===== config.mk =====
export PLATFORM = sky130hd
export DESIGN_NAME = list_path_update
export DESIGN_NICKNAME = d
export VERILOG_FILES = /design/src/rtl/list_path_update.sv
export SDC_FILE = /design/constraint.sdc
export NUM_CORES = 2
export LEC_CHECK = 0
export CAP_MARGIN = 20
export CELL_PAD_IN_SITES_DETAIL_PLACEMENT = 1
export CELL_PAD_IN_SITES_GLOBAL_PLACEMENT = 1
export CORE_UTILIZATION = 40
export DETAILED_ROUTE_END_ITERATION = 8
export HOLD_SLACK_MARGIN = 0.12
export PLACE_DENSITY = 0.74
export SYNTH_ARGS = -nofsm -noshare
export SYNTH_HDL_FRONTEND = slang
export SYNTH_SLANG_ARGS = --single-unit

===== constraint.sdc =====
create_clock -name clk -period 6.75 [get_ports clk]
set_clock_uncertainty 0.15 [all_clocks]
set_input_delay 1.0125 -clock clk [delete_from_list [all_inputs] [get_ports clk]]
set_output_delay 1.0125 -clock clk [all_outputs]
set_load 0.02 [all_outputs]

===== src/rtl/list_path_update.sv =====
// list_path_update: path-metric and partial-codeword update stage of an L=4
// SCL polar decoder, sitting downstream of the sorted-PM selector.
// Each accepted step either applies the sorted survivor list (information
// bit) or appends a frozen zero with per-path PMs. After N steps the
// minimum-PM path's codeword is presented on out_word/out_pm.
// Optional build macro: LIST_PATH_UPDATE_PM_NORM_EN (subtract the step
// minimum from all new PMs before storing them).
module list_path_update #(
  parameter int PM_WIDTH    = 8,
  parameter int INDEX_WIDTH = 3,
  parameter int L           = 4,
  parameter int N           = 64,
  parameter int CNT_WIDTH   = 6
) (
  input  logic                                  clk,
  input  logic                                  rst_n,
  input  logic                                  start,
  input  logic                                  in_valid,
  output logic                                  in_ready,
  input  logic                                  in_frozen,
  input  logic [(PM_WIDTH+INDEX_WIDTH)*L-1:0]   in_sorted,
  input  logic [L-1:0]                          in_hd,
  input  logic [PM_WIDTH*L-1:0]                 in_pm_frz,
  output logic [PM_WIDTH*L-1:0]                 pm_out,
  output logic [CNT_WIDTH-1:0]                  bit_idx,
  output logic                                  busy,
  output logic                                  out_valid,
  input  logic                                  out_ready,
  output logic [N-1:0]                          out_word,
  output logic [PM_WIDTH-1:0]                   out_pm,
  output logic [1:0]                            state_dbg
);

  localparam int EW   = PM_WIDTH + INDEX_WIDTH;
  localparam int SELW = $clog2(L);
  localparam logic [CNT_WIDTH-1:0] LAST_BIT = CNT_WIDTH'(N - 1);

  localparam logic [1:0] S_IDLE  = 2'd0;
  localparam logic [1:0] S_RUN   = 2'd1;
  localparam logic [1:0] S_FINAL = 2'd2;
  localparam logic [1:0] S_OUT   = 2'd3;

  logic [1:0]             state;
  logic [1:0]             state_nxt;
  logic [PM_WIDTH-1:0]    pm_q [L];
  logic [N-1:0]           mem_q [L];
  logic [CNT_WIDTH-1:0]   bit_idx_q;
  logic [N-1:0]           out_word_q;
  logic [PM_WIDTH-1:0]    out_pm_q;

  logic [INDEX_WIDTH-1:0] surv_idx [L];
  logic [PM_WIDTH-1:0]    surv_pm  [L];
  logic [PM_WIDTH-1:0]    frz_pm   [L];
  logic [INDEX_WIDTH-2:0] parent   [L];
  logic [PM_WIDTH-1:0]    raw_pm   [L];
  logic [PM_WIDTH-1:0]    new_pm   [L];
  logic [N-1:0]           new_mem  [L];

  logic [SELW-1:0]        best_sel;
  logic [PM_WIDTH-1:0]    best_pm;

  logic                   accept;
  logic                   last_step;

  // Handshakes: a step transfers on a rising clk edge where in_valid and
  // in_ready are both high; the word transfers on an edge where out_valid
  // and out_ready are both high. Valid never depends on ready. A start
  // pulse pre-empts a step offered in the same cycle.
  assign in_ready  = (state == S_RUN) & ~start;
  assign accept    = in_valid & in_ready;
  assign last_step = accept & (bit_idx_q == LAST_BIT);

  assign bit_idx   = bit_idx_q;
  assign busy      = (state == S_RUN) | (state == S_FINAL);
  assign out_valid = (state == S_OUT);
  assign out_word  = out_word_q;
  assign out_pm    = out_pm_q;
  assign state_dbg = state;

  // Split the packed input buses into per-survivor / per-path fields (MS = 0).
  always_comb begin
    for (int j = 0; j < L; j++) begin
      surv_idx[j] = in_sorted[(L-1-j)*EW + PM_WIDTH +: INDEX_WIDTH];
      surv_pm[j]  = in_sorted[(L-1-j)*EW +: PM_WIDTH];
      frz_pm[j]   = in_pm_frz[(L-1-j)*PM_WIDTH +: PM_WIDTH];
    end
  end

`ifdef LIST_PATH_UPDATE_PM_NORM_EN
  logic [PM_WIDTH-1:0] frz_min;
  logic [PM_WIDTH-1:0] step_min;

  // Smallest frozen-step PM; information steps use survivor 0 (list is ascending).
  always_comb begin
    frz_min = frz_pm[0];
    for (int l = 1; l < L; l++) begin
      if (frz_pm[l] < frz_min) frz_min = frz_pm[l];
    end
    step_min = in_frozen ? frz_min : surv_pm[0];
  end
`endif

  // New PM per slot: survivor PM or frozen PM, optionally normalised to the step minimum.
  always_comb begin
    for (int j = 0; j < L; j++) begin
      raw_pm[j] = in_frozen ? frz_pm[j] : surv_pm[j];
`ifdef LIST_PATH_UPDATE_PM_NORM_EN
      new_pm[j] = raw_pm[j] - step_min;
`else
      new_pm[j] = raw_pm[j];
`endif
    end
  end

  // New path memory per slot: copy the parent (or keep own path when frozen)
  // and write the decided bit at bit_idx. Reads use the pre-edge memories.
  always_comb begin
    for (int j = 0; j < L; j++) begin
      parent[j]  = surv_idx[j][INDEX_WIDTH-1:1];
      new_mem[j] = in_frozen ? mem_q[j] : mem_q[parent[j]];
      new_mem[j][bit_idx_q] = in_frozen ? 1'b0 : (in_hd[parent[j]] ^ surv_idx[j][0]);
    end
  end

  // Minimum-PM path; strict compare keeps the lowest index on ties.
  always_comb begin
    best_sel = '0;
    best_pm  = pm_q[0];
    for (int l = 1; l < L; l++) begin
      if (pm_q[l] < best_pm) begin
        best_pm  = pm_q[l];
        best_sel = SELW'(l);
      end
    end
  end

  // Flatten the PM registers onto pm_out (MS field = path 0).
  always_comb begin
    pm_out = '0;
    for (int l = 0; l < L; l++) begin
      pm_out[(L-1-l)*PM_WIDTH +: PM_WIDTH] = pm_q[l];
    end
  end

  // Next-state logic; start restarts the codeword from any state.
  always_comb begin
    state_nxt = state;
    if (start) begin
      state_nxt = S_RUN;
    end else begin
      case (state)
        S_IDLE:  state_nxt = S_IDLE;
        S_RUN:   if (last_step) state_nxt = S_FINAL;
        S_FINAL: state_nxt = S_OUT;
        S_OUT:   if (out_ready) state_nxt = S_IDLE;
        default: state_nxt = S_IDLE;
      endcase
    end
  end

  // State register.
  always_ff @(posedge clk or negedge rst_n) begin
    if (!rst_n) state <= S_IDLE;
    else        state <= state_nxt;
  end

  // PM registers, path memories and bit counter.
  always_ff @(posedge clk or negedge rst_n) begin
    if (!rst_n) begin
      for (int l = 0; l < L; l++) begin
        pm_q[l]  <= '0;
        mem_q[l] <= '0;
      end
      bit_idx_q <= '0;
    end else if (start) begin
      for (int l = 0; l < L; l++) begin
        pm_q[l]  <= '0;
        mem_q[l] <= '0;
      end
      bit_idx_q <= '0;
    end else if (accept) begin
      for (int l = 0; l < L; l++) begin
        pm_q[l]  <= new_pm[l];
        mem_q[l] <= new_mem[l];
      end
      bit_idx_q <= last_step ? '0 : bit_idx_q + CNT_WIDTH'(1);
    end
  end

  // Capture the best path's word and PM during FINAL; held through OUT.
  always_ff @(posedge clk or negedge rst_n) begin
    if (!rst_n) begin
      out_word_q <= '0;
      out_pm_q   <= '0;
    end else if ((state == S_FINAL) && !start) begin
      out_word_q <= mem_q[best_sel];
      out_pm_q   <= best_pm;
    end
  end

endmodule


; ---- After elaboration in Yosys (flattened, before gate mapping)
; Cells that the tools add are included.
[totals]
input_bits = 86
regBits = 368
elab_cells = 111
[op_classes]
bitwise = 14
eq_ne = 6
muxes = 58
n_lt_le_gt_ge = 14
n_reduce_logical = 6
n_addsub = 1
[ops]
columns = op, n
row1 = $mux W64, 14
row2 = $bmux W64 S2, 5
row3 = $mux W256, 2
row4 = $bwmux W64, 4
row5 = $mux W32, 2
row6 = $mux W8, 7
row7 = $lt A8 B8 Y1, 3
row8 = $mux W6, 3
row9 = $ge A3 B3 Y1 const B, 5
row10 = $not A2 Y3, 5
row11 = $lt A2 B3 Y1 const B, 4
row12 = $mux W1, 10
row13 = $mux W2, 5
row14 = $bmux W1 S2, 4
row15 = $pmux W2 S4, 1
row16 = $lt A6 B7 Y1 const B, 1
row17 = $add A6 B1 Y6 const B, 1
row18 = $demux W1 S6, 1
row19 = $eq A6 B6 Y1 const B, 1
row20 = $ge A6 B1 Y1 const B, 1
row21 = $eq A2 B2 Y1 const B, 2
row22 = $xor A1 B1 Y1, 4
row23 = $and A1 B1 Y1, 3
row24 = $ne A3 B2 Y1 const B, 1
row25 = other kinds (9), 10

; ---- Logic depth before layout (Yosys ltp)
[depth]
word_depth = 10
ltp_mapped = 29

; ---- Least setup slack after synthesis
; No wires, ideal clock.
[synth_timing]
kind = register to register
start = register pm_q (netlist bit pm_out[25])
end = register out_word_q[45], in the netlist out_word[45]
synth_period_minus_slack_ns = 5.944
path_buffers = 5
stages_incl_launch_ff = 29
arrival_ns = 5.709
setup_ns = 0.086
slack_ns = 0.806
t_required_ns = 6.514
cell_sequence = dfrtp_1 inv_1 ha_1 nor3_1 a221oi_4 nor2_2 clkbuf_1 nor2_1 a21oi_1 ha_1 and4_1 and3_1 o211ai_1 a31oi_1 a211o_1 clkbuf_1 clkbuf_1 a21o_1 ha_1 nand4_1 inv_1 o2111ai_1 nand2b_1 o22ai_1 nor3_4 or3_1 buf_4 buf_6 o221ai_2
[synth_via]
elab_chain_cells = 10
[synth_lines]
columns = item, line
row1 = from (decl), 45  ; logic [PM_WIDTH-1:0] pm_q [L];
row2 = "from (signal, indexed assignment)", 183  ; pm_q[l] <= new_pm[l];
row3 = $lt A8 B8 Y1, 130  ; if (pm_q[l] < best_pm) begin
row4 = $mux W8, 130
row5 = $lt A8 B8 Y1, 130
row6 = $mux W8, 130
row7 = $lt A8 B8 Y1, 130
row8 = $mux W2 (*), 130
row9 = $not A2 Y3 (implied by the code) (*), 196  ; out_word_q <= mem_q[best_sel];
row10 = $bmux W64 S2 (*), 196
row11 = $mux W64 (implied by the code) (*) (2 in a row), 196
row12 = to (signal assigned), 196
row13 = to (decl), 48  ; logic [N-1:0] out_word_q;
; Every way passes the cells marked *; elsewhere a longest branch is shown, timed or not. The select of a mux whose other input is x is not followed.
; A chain may end at the register's enable or synchronous reset.

; ---- Worst setup path after layout
[layout_timing]
start = register pm_q (netlist bit pm_out[25])
end = register out_word_q[43], in the netlist out_word[43]
; The elaborated chain is that of the path after synthesis.

==> metrics.md <==
| Metric | Value |
|---|---|
| Die width | 259 µm |
| Clock network latency to the later pin of the worst-skew pair | 0.61 ns |
| Synth cell types | 60 |
| P per Cell Area | 269 nW/µm² |
| Core area | 65600 µm² |
| Mapped Cells | 3021 |
| Most frequent cells in the layout | nand2_1 (398), o21ai_0 (390), dfrtp_1 (368) |
| Clock root cell | clkbuf_16 |
| Outcome | complete, no violations |
| Req. time, crit path | 7.12 ns |
| WL/cell | 29.3 µm |
| Worst slew pin tran | 1.21 ns |
| Post-route insts no fill | 3947 |
| Worst-path fanout max | 29 |
| Relative slew margins | 19.1% |
| Synthesized net count | 3132 |
| Die Ht | 259 µm |
| Vias per Instance | 6.84 |
| RSZ-0062 raised after global routing | no |
| Remaining DRCs | 0 |
| Synth top area share | 34.7% |
| Post-route ant nets | 0 |
| Period minus WS final | 6.32 ns |
| Fin. max-slew vios | 0 |
| First-pass GRT wire length | 176000 µm |
| IO buf count | 200 |
| Synthesized cell area | 26500 µm² |
| Final WL | 116000 µm |
| Num CTS Buffers | 47 |
| Busiest grt layer | met2 |
| Final cycle utilization of the critical path | 93.6% |
| Pre-antenna DRT Iters | 5 |
| Post-synthesis xor/xnor area fraction | 0.231% |
| Initial DRC Count | 2582 |
| GPL Wtd Cong | 0.894 |
| Mux cell area share after synthesis | 14.3% |
| Number of core rows | 94 |
| # diodes | 0 |
| Initial antenna violation count | 0 |
| Clk sinks | 368 |
| Post-Synth Adder-Cell Area | 1.18% |
| Final nets | 3162 |
| Synthesis-stage register bit count | 368 |
| Clk buf depth | 3 |
| MaxCap Viol Count | 0 |
| Hold slack | 0.279 ns |
| Inst Count DP | 3864 |
| Peak supply drop | 0.000426 V |
| Ranking of synthesized cells by area | dfrtp_1 (35%), a22oi_1 (9.1%), mux2i_1 (8.5%) |
| Starting Density | 40.4% |
| Final WS setup | 0.431 ns |
| Grt met3 use | 4.89% |
| Synth Area in Compound Gates | 34.3% |
| Number of global-route vias before repair | 27900 |
| Most common cell after layout, fill and taps aside | nand2_1 |
| Clock slew at reported path FFs | 0.06 ns |
| Largest area contributor in the netlist | dfrtp_1 |
| M1 GR Usage | 44.4% |
| Die footprint | 67300 µm² |
| Post-layout util | 46.7% |
| Grt ovf | 0 |
| Proportion of layout cells with a drive suffix above 1 | 11.5% |
| Hold Fails Final Rpt | 0 |
| Fmax | 158 MHz |
| Worst Setup End Kind | register |
| Synth Area in Simple Gates | 9.96% |
| YS warnings | 0 |
| Area Growth Syn to Fin | 15.6% |
| Static leakage | 11.7 nW |
| Post-DP Area | 29000 µm² |
| Ys async rst share | 100% |
| Pin count of the biggest net entering global routing | 167 |
| EDFF count, synth | 0 |
| CTS HTree Levels | 2 |
| CP Class | reg2reg |
| Design area | 30600 µm² |
| Most used DFF post-synth | dfrtp_1 |
| Total track usage | 33.8% |
| Routing usage on met2 | 55.5% |
| Endpoints failing setup | 0 |
| Worst EP arrival | 6.69 ns |
| # IOs | 201 |
| Worst Hold Class | in2async |
| Post-Synthesis Mean Instance Area | 8.77 µm² |
| Sequential fraction of the synthesis area | 34.7% |
| Critical path startpoint category | register |
| HPWL Detailed | 64400 µm |
| Worst slack, placed | -0.0589 ns |
| Vias | 27000 |
| Largest family of logic cells by synthesized area | compound AO/OA/AOI/OAI gates |
| CTS tree | built |
sequential cells by signal (all words and copies together), names as in the netlist:
name,flops
bit_idx,6
state_dbg,2
out_pm,8
pm_out,32
mem_q,256
out_word,64
area by class of cell:
| type | count | area, µm² |
|---|---|---|
| timing repair buffer | 247 | 2460 |
| inverter | 78 | 293 |
| sequential | 368 | 9210 |
| clock inverter | 12 | 164 |
| clock buffer | 69 | 1400 |
| tap | 864 | 1080 |
| fill | 7569 | 35000 |
| multi-input combinational | 2309 | 16000 |
Yosys cell counts (all sizes together) (25+ instances only):
master	count
a22o	128
o31ai	258
ha	25
clkbuf	220
inv	78
o21ai	392
mux2i	224
nor2	203
dfrtp	368
nand2	399
a21oi	34
a211oi	35
o221ai	64
buf	46
a22oi	320
mux2	129
kinds of logic (layout without fill, tap and decap cells):
family,after synthesis,count (layout)
AO/OA/AOI/OAI,1263,1263
XOR/XNOR,7,7
adder cells (fa/ha/maj),25,25
buffers and inverters,344,406
flip-flops,368,368
multiplexers,357,357
AND/OR/NAND/NOR,657,657
worst paths after layout:
path / cells after the start / to / startpoint / slack [ns]
worst min register to register: 2 / out_word[16] / out_word[16] / 0.38
worst max-delay path: 24 / out_word[43] / pm_out[25] / 0.43
worst min-delay path: 1 / pm_out[8] / rst_n / 0.28
worst max register to register: 24 / out_word[43] / pm_out[25] / 0.43
min in group clk: 2 / out_word[16] / out_word[16] / 0.38
max in group asynchronous: 2 / mem_q[230] / rst_n / 4.76
stage by stage:
stage	TNS (ns)	power (mW)
floorplan	0	4.37
global placement	0	5.45
detailed placement	-0.741	5.52
CTS	0	8.17
global route	0	8.53
finish	0	8.26
critical path, cell delays in order, from the launching register on:
cell and delay [ns]:
dfrtp_1 0.46, inv_1 0.12, ha_1 0.20, nor3_1 0.36, a221oi_4 0.19, nor2_4 0.24
buf_4 0.22, nor2_1 0.05, a21oi_1 0.34, ha_1 0.34, a21oi_1 0.27, nand2b_1 0.15
nand2_1 0.07, a211o_2 0.46, a21o_1 0.24, ha_1 0.29, nand4_1 0.12, inv_1 0.08
o2111ai_1 0.24, nand2b_1 0.26, o22ai_2 0.26, nor3_4 0.10, or3_4 0.41, buf_4 0.33
o221ai_2 0.26
power by group:
group	internal, mW	switching, mW	leakage [nW]
clock	1.58	1.08	0.776
combinational	1.03	2.16	5.83
sequential	2.29	0.120	5.10
routing by layer:
| metal | part of all wire, % | up-vias |
|---|---|---|
| li1 | - | 11500 |
| met1 | 42 | 13900 |
| met2 | 47 | 1239 |
| met3 | 7.4 | 336 |
| met4 | 4.0 | 0 |
| met5 | 0 | - |
timing repair:
item	CTS	global route
pin swaps	0	1
buffers inserted	0	2
gates resized for setup	1	2
hold buffers	0	0
setup endpoints to repair	29	64
gates cloned	0	0
hold endpoints to repair	0	0
No activity file was read; power rests on OpenSTA's default activity.
